`config.mk`:
```
export PLATFORM = sky130hd
export DESIGN_NAME = seq_divider_flat
export DESIGN_NICKNAME = d
export VERILOG_FILES = /design/src/rtl/seq_divider_pkg.sv /design/src/rtl/seq_divider_if.sv /design/src/rtl/seq_divider_div_step.sv /design/src/rtl/seq_divider.sv /design/src/flat_wrapper.sv
export SDC_FILE = /design/constraint.sdc
export NUM_CORES = 1
export LEC_CHECK = 0
export ABC_CLOCK_PERIOD_IN_PS = 7050
export CORE_UTILIZATION = 50
export DETAILED_ROUTE_END_ITERATION = 10
export PLACE_DENSITY = 0.75
export SYNTH_ARGS = -nofsm -noshare
export SYNTH_HDL_FRONTEND = slang
export SYNTH_SLANG_ARGS = --single-unit
```
`constraint.sdc`:
```
create_clock -name clk -period 7.05 [get_ports clk]
set_clock_uncertainty 0.15 [all_clocks]
set_input_delay 1.0575 -clock clk [delete_from_list [all_inputs] [get_ports clk]]
set_output_delay 1.0575 -clock clk [all_outputs]
set_load 0.03 [all_outputs]
```
`src/rtl/seq_divider_pkg.sv`:
```
// Shared constants for the sequential divider: FSM encoding and default width.
package seq_divider_pkg;

    // Default operand width, also used by the display path.
    localparam int DEFAULT_WIDTH = 4;

    // FSM encoding.
    typedef enum logic [1:0] {
        IDLE = 2'b00,
        CALC = 2'b01,
        DONE = 2'b10
    } state_t;

endpackage

```
`src/rtl/seq_divider_if.sv`:
```
// Start/busy/done handshake bundle between front-panel logic and the divider.
interface seq_divider_if
    import seq_divider_pkg::*;
#(
    parameter int WIDTH = DEFAULT_WIDTH
) ();

    logic             start;
    logic [WIDTH-1:0] dividend;
    logic [WIDTH-1:0] divisor;
    logic [WIDTH-1:0] quotient;
    logic [WIDTH-1:0] remainder;
    logic             busy;
    logic             done;
    logic             div_by_zero;

    // Requester side: launches operations and collects results.
    modport master (
        output start, dividend, divisor,
        input  quotient, remainder, busy, done, div_by_zero
    );

    // Divider side.
    modport slave (
        input  start, dividend, divisor,
        output quotient, remainder, busy, done, div_by_zero
    );

endinterface

```
`src/rtl/seq_divider_div_step.sv`:
```
// One restoring-division iteration: shift in a dividend bit, trial-subtract the
// divisor with a ripple-carry adder (inverted divisor, carry-in 1), keep or restore.
module div_step
    import seq_divider_pkg::*;
#(
    parameter int WIDTH = DEFAULT_WIDTH
) (
    input  logic [WIDTH-1:0] pr,
    input  logic             bit_in,
    input  logic [WIDTH-1:0] divisor,
    output logic [WIDTH-1:0] pr_next,
    output logic             q_bit
);

    // Shifted partial remainder and the one's complement of the zero-extended divisor.
    logic [WIDTH:0] shifted;
    logic [WIDTH:0] neg_div;
    logic [WIDTH:0] diff;

    assign shifted = {pr, bit_in};
    assign neg_div = ~{1'b0, divisor};

    // WIDTH+1-bit ripple-carry adder; each cell derives its carry-in from the
    // previous cell so the chain stays a plain per-bit structure.
    genvar gi;
    generate
        for (gi = 0; gi <= WIDTH; gi++) begin : g_bit
            logic c_in;
            if (gi == 0) begin : g_first
                assign c_in = 1'b1;
            end else begin : g_rest
                assign c_in = (shifted[gi-1] & neg_div[gi-1]) |
                              (g_bit[gi-1].c_in & (shifted[gi-1] ^ neg_div[gi-1]));
            end
            assign diff[gi] = shifted[gi] ^ neg_div[gi] ^ c_in;
        end
    endgenerate

    // Non-negative difference means the divisor fits. The kept value always
    // stays below 2^WIDTH because the partial remainder never reaches the divisor.
    assign q_bit   = ~diff[WIDTH];
    assign pr_next = q_bit ? diff[WIDTH-1:0] : shifted[WIDTH-1:0];

endmodule

```
`src/rtl/seq_divider.sv`:
```
// Multi-cycle unsigned restoring divider, one quotient bit per clock, with a
// start/busy/done handshake. Results are held until the next completion.
module seq_divider
    import seq_divider_pkg::*;
#(
    parameter int WIDTH = DEFAULT_WIDTH
) (
    input  logic         clk,
    input  logic         rst_n,
    seq_divider_if.slave bus
);

    localparam int CW = (WIDTH > 2) ? $clog2(WIDTH) : 1;

    state_t           state_reg;
    state_t           state_next;
    logic [CW-1:0]    count_reg;
    logic [WIDTH-1:0] shift_reg;
    logic [WIDTH-1:0] divisor_reg;
    logic [WIDTH-1:0] pr_reg;
    logic [WIDTH-1:0] quotient_reg;
    logic [WIDTH-1:0] remainder_reg;
    logic             div_by_zero_reg;

    logic [WIDTH-1:0] pr_step;
    logic             q_bit;

    div_step #(.WIDTH(WIDTH)) u_step (
        .pr      (pr_reg),
        .bit_in  (shift_reg[WIDTH-1]),
        .divisor (divisor_reg),
        .pr_next (pr_step),
        .q_bit   (q_bit)
    );

    // State register.
    always_ff @(posedge clk or negedge rst_n) begin
        if (!rst_n) state_reg <= IDLE;
        else        state_reg <= state_next;
    end

    // Next-state logic: start only matters in IDLE; DONE lasts one cycle.
    always_comb begin
        state_next = state_reg;
        case (state_reg)
            IDLE:    if (bus.start) state_next = CALC;
            CALC:    if (count_reg == '0) state_next = DONE;
            DONE:    state_next = IDLE;
            default: state_next = IDLE;
        endcase
    end

    // Handshake outputs decoded from the state.
    always_comb begin
        bus.busy = (state_reg != IDLE);
        bus.done = (state_reg == DONE);
    end

    // Datapath: operand capture, one iteration per CALC cycle, result capture on the last.
    always_ff @(posedge clk or negedge rst_n) begin
        if (!rst_n) begin
            count_reg       <= '0;
            shift_reg       <= '0;
            divisor_reg     <= '0;
            pr_reg          <= '0;
            quotient_reg    <= '0;
            remainder_reg   <= '0;
            div_by_zero_reg <= 1'b0;
        end else begin
            case (state_reg)
                IDLE: begin
                    if (bus.start) begin
                        shift_reg   <= bus.dividend;
                        divisor_reg <= bus.divisor;
                        pr_reg      <= '0;
                        count_reg   <= CW'(WIDTH - 1);
                    end
                end
                CALC: begin
                    pr_reg    <= pr_step;
                    shift_reg <= {shift_reg[WIDTH-2:0], q_bit};
                    if (count_reg == '0) begin
                        quotient_reg    <= {shift_reg[WIDTH-2:0], q_bit};
                        remainder_reg   <= pr_step;
                        div_by_zero_reg <= (divisor_reg == '0);
                    end else begin
                        count_reg <= count_reg - 1'b1;
                    end
                end
                default: ;
            endcase
        end
    end

    assign bus.quotient    = quotient_reg;
    assign bus.remainder   = remainder_reg;
    assign bus.div_by_zero = div_by_zero_reg;

endmodule

```
`src/flat_wrapper.sv`:
```
// flat-port wrapper written by rule: the top's interface ports become plain ports
module seq_divider_flat import seq_divider_pkg::*;
#(
    parameter int WIDTH = DEFAULT_WIDTH
)
  (clk, rst_n, bus_start, bus_dividend, bus_divisor, bus_quotient, bus_remainder, bus_busy, bus_done, bus_div_by_zero);
  seq_divider_if #(.WIDTH(WIDTH)) bus_i ();
  input  logic clk;
  input  logic rst_n;
  input wire logic [$bits(bus_i.start)-1:0] bus_start;
  input wire logic [$bits(bus_i.dividend)-1:0] bus_dividend;
  input wire logic [$bits(bus_i.divisor)-1:0] bus_divisor;
  output wire logic [$bits(bus_i.quotient)-1:0] bus_quotient;
  output wire logic [$bits(bus_i.remainder)-1:0] bus_remainder;
  output wire logic [$bits(bus_i.busy)-1:0] bus_busy;
  output wire logic [$bits(bus_i.done)-1:0] bus_done;
  output wire logic [$bits(bus_i.div_by_zero)-1:0] bus_div_by_zero;
  assign bus_i.start = bus_start;
  assign bus_i.dividend = bus_dividend;
  assign bus_i.divisor = bus_divisor;
  assign bus_quotient = bus_i.quotient;
  assign bus_remainder = bus_i.remainder;
  assign bus_busy = bus_i.busy;
  assign bus_done = bus_i.done;
  assign bus_div_by_zero = bus_i.div_by_zero;
  seq_divider #(.WIDTH(WIDTH)) u_core (.clk(clk), .rst_n(rst_n), .bus(bus_i));
endmodule
```
## After elaboration in Yosys (flattened, before gate mapping)

Index checks and enable logic that the tools add are counted.

- Output and inout port bits: 11
- Bits in registers: 25
- Input bits: 11
- Word-level logic and storage cells: 58

- Add/subtract/negate cells: 1
- Bitwise logic cells: 23
- Equal/unequal tests: 5
- Reductions and logical operators: 10
- Mux-type cells: 11

Operators by type and width:

| kind | count |
|---|---|
| $pmux W4 S2 | 2 |
| $mux W4 | 3 |
| $xor A1 B1 Y1 | 9 |
| $mux W2 | 4 |
| $pmux W2 S2 | 2 |
| $reduce_and A2 Y1 | 4 |
| $and A1 B1 Y1 | 7 |
| $not A4 Y5 | 1 |
| $logic_not A2 Y1 | 2 |
| $logic_not A4 Y1 | 1 |
| $ne A2 B2 Y1 const B | 2 |
| $or A1 B1 Y1 | 4 |
| $reduce_bool A2 Y1 | 2 |
| $reduce_and A3 Y1 | 1 |
| $eq A2 B1 Y1 const B | 1 |
| $eq A2 B2 Y1 const B | 1 |
| $ne A2 B1 Y1 const B | 1 |
| $not A1 Y1 | 2 |
| $sub A2 B1 Y2 const B | 1 |

## Longest topological paths before layout

Gate-level depths: netlist of run 1.

- Depth after elaboration: 12
- Mapped depth: 9
- Gate-level depth less buffers: 9

## Hierarchy

A second synthesis of run 1 with hierarchy kept.

- Cell total of the unflattened synthesis: 91
- Area total of the unflattened synthesis: 1278.7 um^2

Modules (own cells, without submodules):

| module | sequential area each (um^2) | cells each | area each (um^2) | times used |
|---|---|---|---|---|
| seq_divider | 625.6 | 76 | 1122.3 | 1 |
| div_step | 0.0 | 15 | 156.4 | 1 |

## Least setup slack after synthesis of run 1

No wires, ideal clock.

- Path kind: register -> register
- Start point: reg u_core.shift_reg[3]
- End point: reg u_core.remainder_reg[0] (netlist: u_core.bus.remainder[0])
- Setup time: 0.083 ns
- Cell stages (with the launch flop): 10
- Clock period less this slack: 2.489 ns
- Arrival: 2.257 ns
- Slack: 4.561 ns
- Required time: 6.817 ns
- Path buffers: 0
- Cells stage by stage: dfrtp_1 -> inv_1 -> ha_1 -> fa_1 -> inv_1 -> fa_1 -> fa_1 -> xor2_1 -> mux2_2 -> o21ai_0

- Word-level cells in the longest chain between the ends: 10
- Elaborated cells on any way between the ends: 12
- Those cells by class: mux: 1; bitwise: 11

RTL lines:

| item | line | RTL |
|---|---|---|
| from (decl) | seq_divider.sv:18 | `logic [WIDTH-1:0] shift_reg;` |
| from (signal assigned) | seq_divider.sv:73 | `shift_reg <= bus.dividend;` |
| from (signal assigned) | seq_divider.sv:81 | `shift_reg <= {shift_reg[WIDTH-2:0], q_bit};` |
| $and A1 B1 Y1 or $xor A1 B1 Y1 (tied branches) | seq_divider_div_step.sv:32, seq_divider_div_step.sv:33, seq_divider_div_step.sv:35 |  |
| $or A1 B1 Y1 | seq_divider_div_step.sv:32 | `assign c_in = (shifted[gi-1] & neg_div[gi-1]) \|` |
| $and A1 B1 Y1 | seq_divider_div_step.sv:33 | `(g_bit[gi-1].c_in & (shifted[gi-1] ^ neg_div[gi-1]));` |
| $or A1 B1 Y1 | seq_divider_div_step.sv:32 |  |
| $and A1 B1 Y1 | seq_divider_div_step.sv:33 |  |
| $or A1 B1 Y1 | seq_divider_div_step.sv:32 |  |
| $and A1 B1 Y1 | seq_divider_div_step.sv:33 |  |
| $or A1 B1 Y1 | seq_divider_div_step.sv:32 |  |
| $xor A1 B1 Y1 | seq_divider_div_step.sv:35 | `assign diff[gi] = shifted[gi] ^ neg_div[gi] ^ c_in;` |
| $mux W4 (*) | seq_divider_div_step.sv:42 | `assign pr_next = q_bit ? diff[WIDTH-1:0] : shifted[WIDTH-1:0];` |
| to (signal assigned) | seq_divider.sv:84 | `remainder_reg <= pr_step;` |
| to (decl) | seq_divider.sv:22 | `logic [WIDTH-1:0] remainder_reg;` |

Every way passes the cells marked *; elsewhere a longest branch is shown, timed or not.
A chain may end at the register's enable or synchronous reset.

## Worst setup path in the final report of run 1

- Start point: reg u_core.state_reg[0]
- End point: out bus_busy

- Word-level cells in the longest chain between the ends: 1

RTL lines:

| item | line | RTL |
|---|---|---|
| from (decl) | seq_divider.sv:15 | `state_t state_reg;` |
| from (signal assigned) | seq_divider.sv:39 | `else state_reg <= state_next;` |
| $reduce_bool A2 Y1 | seq_divider.sv:55 | `bus.busy = (state_reg != IDLE);` |
| to (decl) | flat_wrapper.sv:15 | `output wire logic [$bits(bus_i.busy)-1:0] bus_busy;` |

Every way passes these cells.

==> results of run 1 <==
## power breakdown
part | leakage [nW] | internal, mW | switching, mW
combinational | 0.348 | 0.190 | 0.203
sequential | 0.309 | 0.211 | 0.0601
clock | 0.0150 | 0.0221 | 0.0409
total | 0.672 | 0.423 | 0.304
## cells in the final DEF, fill, tap and decap left out, types with 4 or more instances in the layout
master           instances
a22oi_1                  5
a21oi_1                  4
nand2_1                  9
inv_1                    9
dfrtp_1                 25
o21ai_0                 10
mux2_2                  10
nor2_1                   4
clkdlybuf4s50_1         21
## tightest hold or removal path, delay by kind of cell (launching register included)
kind | cells | cell delay, ns
and+or+nand+nor | 1 | 0.05
AOI/OAI and AO/OA | 1 | 0.06
DFF | 1 | 0.36
## through the flow
stage	area, sq um	setup WS (ns)
finish	1470	3.99
global route	1470	3.92
CTS	1470	3.98
detailed placement	1440	4.35
global placement	1440	4.37
floorplan	1210	4.56
## area by class of cell
class	count	area [sq um]
inverter	9	33.8
sequential	25	626
clock buffer	4	26.3
multi-input combinational	70	538
timing repair buffer	21	210
tap	28	35.0
fill	203	786
## worst max path at each step
stage | start | endpoint | slack, ns | cells after the start
3_3_place_gp | bus_start | u_core.divisor_reg[3] | 4.37 | 4
6_report | u_core.state_reg[0] | bus_busy | 3.99 | 2
4_1_cts | u_core.state_reg[0] | bus_busy | 3.98 | 2
3_5_place_dp | bus_start | u_core.divisor_reg[2] | 4.35 | 4
5_1_grt | u_core.state_reg[0] | bus_busy | 3.92 | 2
2_1_floorplan | u_core.shift_reg[3] | u_core.bus.remainder[0] | 4.56 | 9
## per-layer routing
layer | track usage (%) | routed length, um | vias to the layer above
li1 | - | - | 415
met1 | 24.9 | 966 | 421
met2 | 33.8 | 1110 | 25
met3 | 5.36 | 100 | 2
met4 | 5.41 | 13 | 0
met5 | 0 | 0 | -
## logic make-up after synthesis
| kind of cell | Yosys count | synth area share [%] |
|---|---|---|
| compound gates | 25 | 12.1 |
| simple gates | 25 | 12.1 |
| flops | 25 | 51.6 |
| mux | 13 | 11.8 |
| buf+inv | 12 | 4.02 |
| fa+ha+maj | 5 | 7.02 |
| xor+xnor | 2 | 1.45 |
==> metrics.cfg, run 1 <==
[synth]
synth_top_area_share_pct = 51.6
synthArstFlopShare_pct = 100
netlist_top_cells_area = dfrtp_1 52%, mux2_2 9.3%, fa_1 5.0%
syn-num-nets = 123
netlist_instances = 107
yosys.cell_types.count = 27
yosysMostFrequentCell = dfrtp_1
syn_avg_cell_area_sq_um = 11.3
ys_ff_latch = 25
synth_common_cells = 25 x dfrtp_1, 10 x mux2_2, 10 x o21ai_0
yosys_warnings = 0
yosys.area.top_type = dfrtp_1
synth_edf_count = 0
synth_ff_type = dfrtp_1
syn-cell-area_sq_mm = 0.00121
synth_seq_area_share_pct = 51.6

[clocking]
numCtsBuffers = 3
cts_root_buffer = clkbuf_4
cts_tree = yes
cts_resized = 0
clockBufferDepth = 2
cts_setup_buffers = 0
clk_latency_ns = 0.31
cts_hold_buf = 0
clk_pin_slew_ns = 0.13
cts-htree-levels = 1
cts_sinks = 25

[route]
drtIter0Drc = 13
ant_nets = 0
drt-vias-per-instance = 5.50
drt_pre_antenna_iters = 4
drt-total-wl_um = 2190
wire_per_inst_um = 13.9
vias = 863
drcViolationCount = 0

[critical_path]
ff2ff_setup_slack_ns = 4.32
crit_type = flop to primary output
critPathArrivalTime_ns = 1.85
path_buf_inv = 1
critPathRequiredTime_ns = 5.84
r2r-start = u_core.shift_reg[3]
crit_family = buffers and inverters
cp_slowest_cell = clkdlybuf4s50_1
worstReg2RegEnd = u_core.bus.remainder[0]
cp-end-kind = primary output
cp_cell_sequence = or2_2 -> clkdlybuf4s50_1
worst_path_largest_cell_delay_ns = 0.59
cp_max_fo = 16
startpoint_type = flop
reg2regPathDepth = 9

[sta]
hold_violations = 0
finalCritPeriodShare_pct = 43.3
hold_ws_ns = 0.343
slew_headroom_pct = 26.6
rsz0062_at_grt = no
slew_viol_final = 0
fin_tns_setup_ns = 0
finalCriticalPeriod_ns = 3.06
max_freq_ghz = 0.327
max_slew.worst_pin.slew_ns = 1.10
setup_viol_count_final = 0

[cells_and_area]
drive_above_1_share_pct = 13.2
diodes = 0
area_delta_synth_final_pct = 21.2
nets = 146
final_cells = 157
fin_util_pct = 65.1

[die]
die_w_um = 51.2
die_area_sq_mm = 0.00263
core_sq_mm = 0.00225
row_count = 17
initial_core_util_pct = 53.8
io_pins = 22
fp.dieH_um = 51.2

[placement]
dp.cells = 153
portBuffers = 21
gp_congestion = 0.767
hpwl_um = 1570

[power]
vdd_drop_max_v = 0.000299
power_density_mw_per_mm2 = 495
power.leakage_nw = 0.672
p_total_mw = 0.727

[worst_hold_path]
min_from = u_core.bus.quotient[0]
whs_endpoint = u_core.bus.quotient[0]
whs_path_depth = 2
hold_class = flop to flop

[grt]
grt_util_all_layers_pct = 19.9
grt_max_degree = 26
grt_pass1_wl_um = 3820
grt_pass1_vias = 836
gr-total-overflow = 0
antenna_found_initial = 0

[run]
maxCapViolCount = 0

[run_status]
status = finished clean

(Power assumes the default switching activity.)
==> run 2: changes to the inputs <==
ABC_CLOCK_PERIOD_IN_PS = 2800   (was 7050)
CORE_UTILIZATION = 46   (was 50)
PLACE_DENSITY = 0.72   (was 0.75)
clock period = 2.8 ns   (was 7.05 ns; I/O delays follow)
==> run 2 against run 1 <==
Net effect: non-clock buffer count is 1 higher; flip-flop and latch count stayed put; final cell count is 1.9% higher; global-route usage is 0.91 points lower; critical path depth is 7 higher; die area is 8.4% higher; register-to-register slack worse by 4.2 ns; worst hold slack worse by 0.046 ns; via count is 0.46% higher; largest power group unchanged; worst setup slack worse by 3.9 ns; sequential power grew to 2.5 times the previous value; first-iteration DRC count is 15% lower.
==> metrics.cfg, run 2 (synthesized netlist as in run 1, its figures left out) <==
[cells_and_area]
nets = 147  ; +0.68%
fin_util_pct = 59.7  ; -5.4 points
diodes = 0  ; unchanged
final_common_cell = dfrtp_1
final_cell_mix = 25 x dfrtp_1, 21 x clkdlybuf4s50_1, 10 x mux2_2, 10 x o21ai_0
area_delta_synth_final_pct = 22.1
drive_above_1_share_pct = 14.6  ; +1.4 points

[critical_path]
crit_type = flop to flop
cp_max_fo = 3  ; -13
crit_start = u_core.shift_reg[3]
startpoint_type = flop
cp-end-kind = flop
r2r-start = u_core.shift_reg[3]
critPathArrivalTime_ns = 2.82  ; +0.97 ns
critPathRequiredTime_ns = 2.90  ; -2.94 ns

[die]
fp.dieH_um = 53.3  ; +4.1%
row_count = 18  ; +1
core_sq_mm = 0.00248  ; +9.9%
initial_core_util_pct = 48.9  ; -4.8 points
io_pins = 22  ; unchanged
die_w_um = 53.3  ; +4.1%
die_area_sq_mm = 0.00285  ; +8.4%

[clocking]
numCtsBuffers = 3  ; unchanged
cts_root_buffer = clkbuf_4
cts-htree-levels = 1  ; unchanged
cts_sinks = 25  ; unchanged
clk_latency_ns = 0.32  ; about the same
clockBufferDepth = 2  ; unchanged
cts_tree = yes
cts_hold_buf = 0  ; unchanged
clk_pin_slew_ns = 0.14  ; about the same

[sta]
slew_viol_final = 0  ; unchanged
max_freq_ghz = 0.368
finalCritPeriodShare_pct = 96.9
slew_headroom_pct = 69.1  ; +42 points
setup_viol_count_final = 0  ; unchanged
fin_tns_setup_ns = 0  ; unchanged
hold_violations = 0  ; unchanged
hold_ws_ns = 0.297  ; -0.0456 ns
rsz0062_at_grt = yes
max_slew.worst_pin.slew_ns = 0.464  ; -0.633 ns
finalCriticalPeriod_ns = 2.71

[power]
vdd_drop_max_v = 0.000741  ; +150%
p_int_mw = 1.06  ; +150%
power_frac_comb_pct = 54.0  ; about the same
p_clk_share_pct = 8.8  ; about the same
power.leakage_nw = 0.679  ; +1.1%
switching_share_pct = 41.9  ; +0.10 points
power.switching_mw = 0.766  ; +150%
pwr-share-seq_pct = 37.2  ; about the same
power_density_mw_per_mm2 = 1230  ; +150%

[route]
ant_nets = 0  ; unchanged
drtIter0Drc = 11  ; -2
drcViolationCount = 0  ; unchanged
wire_per_inst_um = 14.1  ; +0.95%
drt-vias-per-instance = 5.42  ; -1.4%
drt_pre_antenna_iters = 4  ; unchanged
drt-total-wl_um = 2250  ; +2.9%
vias = 867  ; +0.46%

[run]
maxCapViolCount = 0  ; unchanged

[grt]
antenna_found_initial = 0  ; unchanged
grt_pass1_vias = 822  ; -1.7%
grt_pass1_wl_um = 3750  ; -1.8%
gr-total-overflow = 0  ; unchanged
grt_util_all_layers_pct = 19.0  ; -0.91 points
grt_max_degree = 26  ; unchanged

[worst_hold_path]
hold_class = primary input to asynchronous set/reset pin

[run_status]
status = finished clean

[placement]
portBuffers = 21  ; unchanged
gp_congestion = 0.792  ; +3.2%
hpwl_um = 1680  ; +6.8%

==> run 2: cell types whose count changed in the layout (fill, tap and decap cells not counted) <==
cell / change
buf_4: +1
clkbuf_1: -1
clkinv_2: +1
==> run 2: cell type report <==
cell class,instances,area [sq um]
Inverter,9,33.8
Tap cell,30,37.5
Clock inverter,1,5.00
Sequential cell,25,626
Fill cell,229,997
Clock buffer,3,22.5
Multi-Input combinational cell,70,538
Timing Repair Buffer,22,218
==> run 2: worst max-delay path, stage by stage (launching register included) <==
cell and delay, ns:
dfrtp_1 0.38, inv_1 0.09, ha_1 0.17, fa_1 0.16, inv_1 0.05, fa_1 0.39
fa_1 0.43, xor2_1 0.31, mux2_2 0.39, o21ai_1 0.13
==> run 2: path summary, 6_finish.rpt <==
kind	cells past startpoint	end	slack, ns
worst min register to register	2	u_core.bus.quotient[0]	0.35
worst max register to register	9	u_core.pr_reg[1]	0.09
max in group asynchronous	2	u_core.state_reg[1]	1.96
min in group clk	2	u_core.bus.quotient[0]	0.35
worst min-delay path	2	u_core.bus.remainder[1]	0.30
worst max-delay path	9	u_core.pr_reg[1]	0.09
==> run 2: metrics by stage <==
stage               area (sq um)  power [mW]  std cells  worst slack, ns
floorplan                   1210        1.38        107            0.311
global placement            1450        1.64        156            0.213
detailed placement          1450        1.69        156            0.105
CTS                         1480        1.85        160           0.0911
global route                1480        2.00        160          -0.0470
finish                      1480        1.83        160           0.0862
==> run 2: per-layer routing <==
layer	wire length, um	GRT usage [%]	vias up
met2	1140	30.6	21
met1	983	24.4	431
met4	32	9.21	0
met5	0	0	-
li1	-	-	411
met3	92	2.87	4
==> run 2: what timing repair did <==
action,4_1_cts,5_1_grt
endpoints found under the setup margin,0,6
hold endpoints to repair,0,0
setup buffers,0,0
gates resized for setup,0,0
==> run 2: power by group through the flow <==
stage | Sequential (mW) | Clock (mW) | Combinational (mW)
finish | 0.680 | 0.161 | 0.985
CTS | 0.682 | 0.167 | 0.999
floorplan | 0.743 | 0 | 0.642
detailed placement | 0.690 | 0 | 0.998
global route | 0.713 | 0.183 | 1.10
global placement | 0.684 | 0 | 0.958
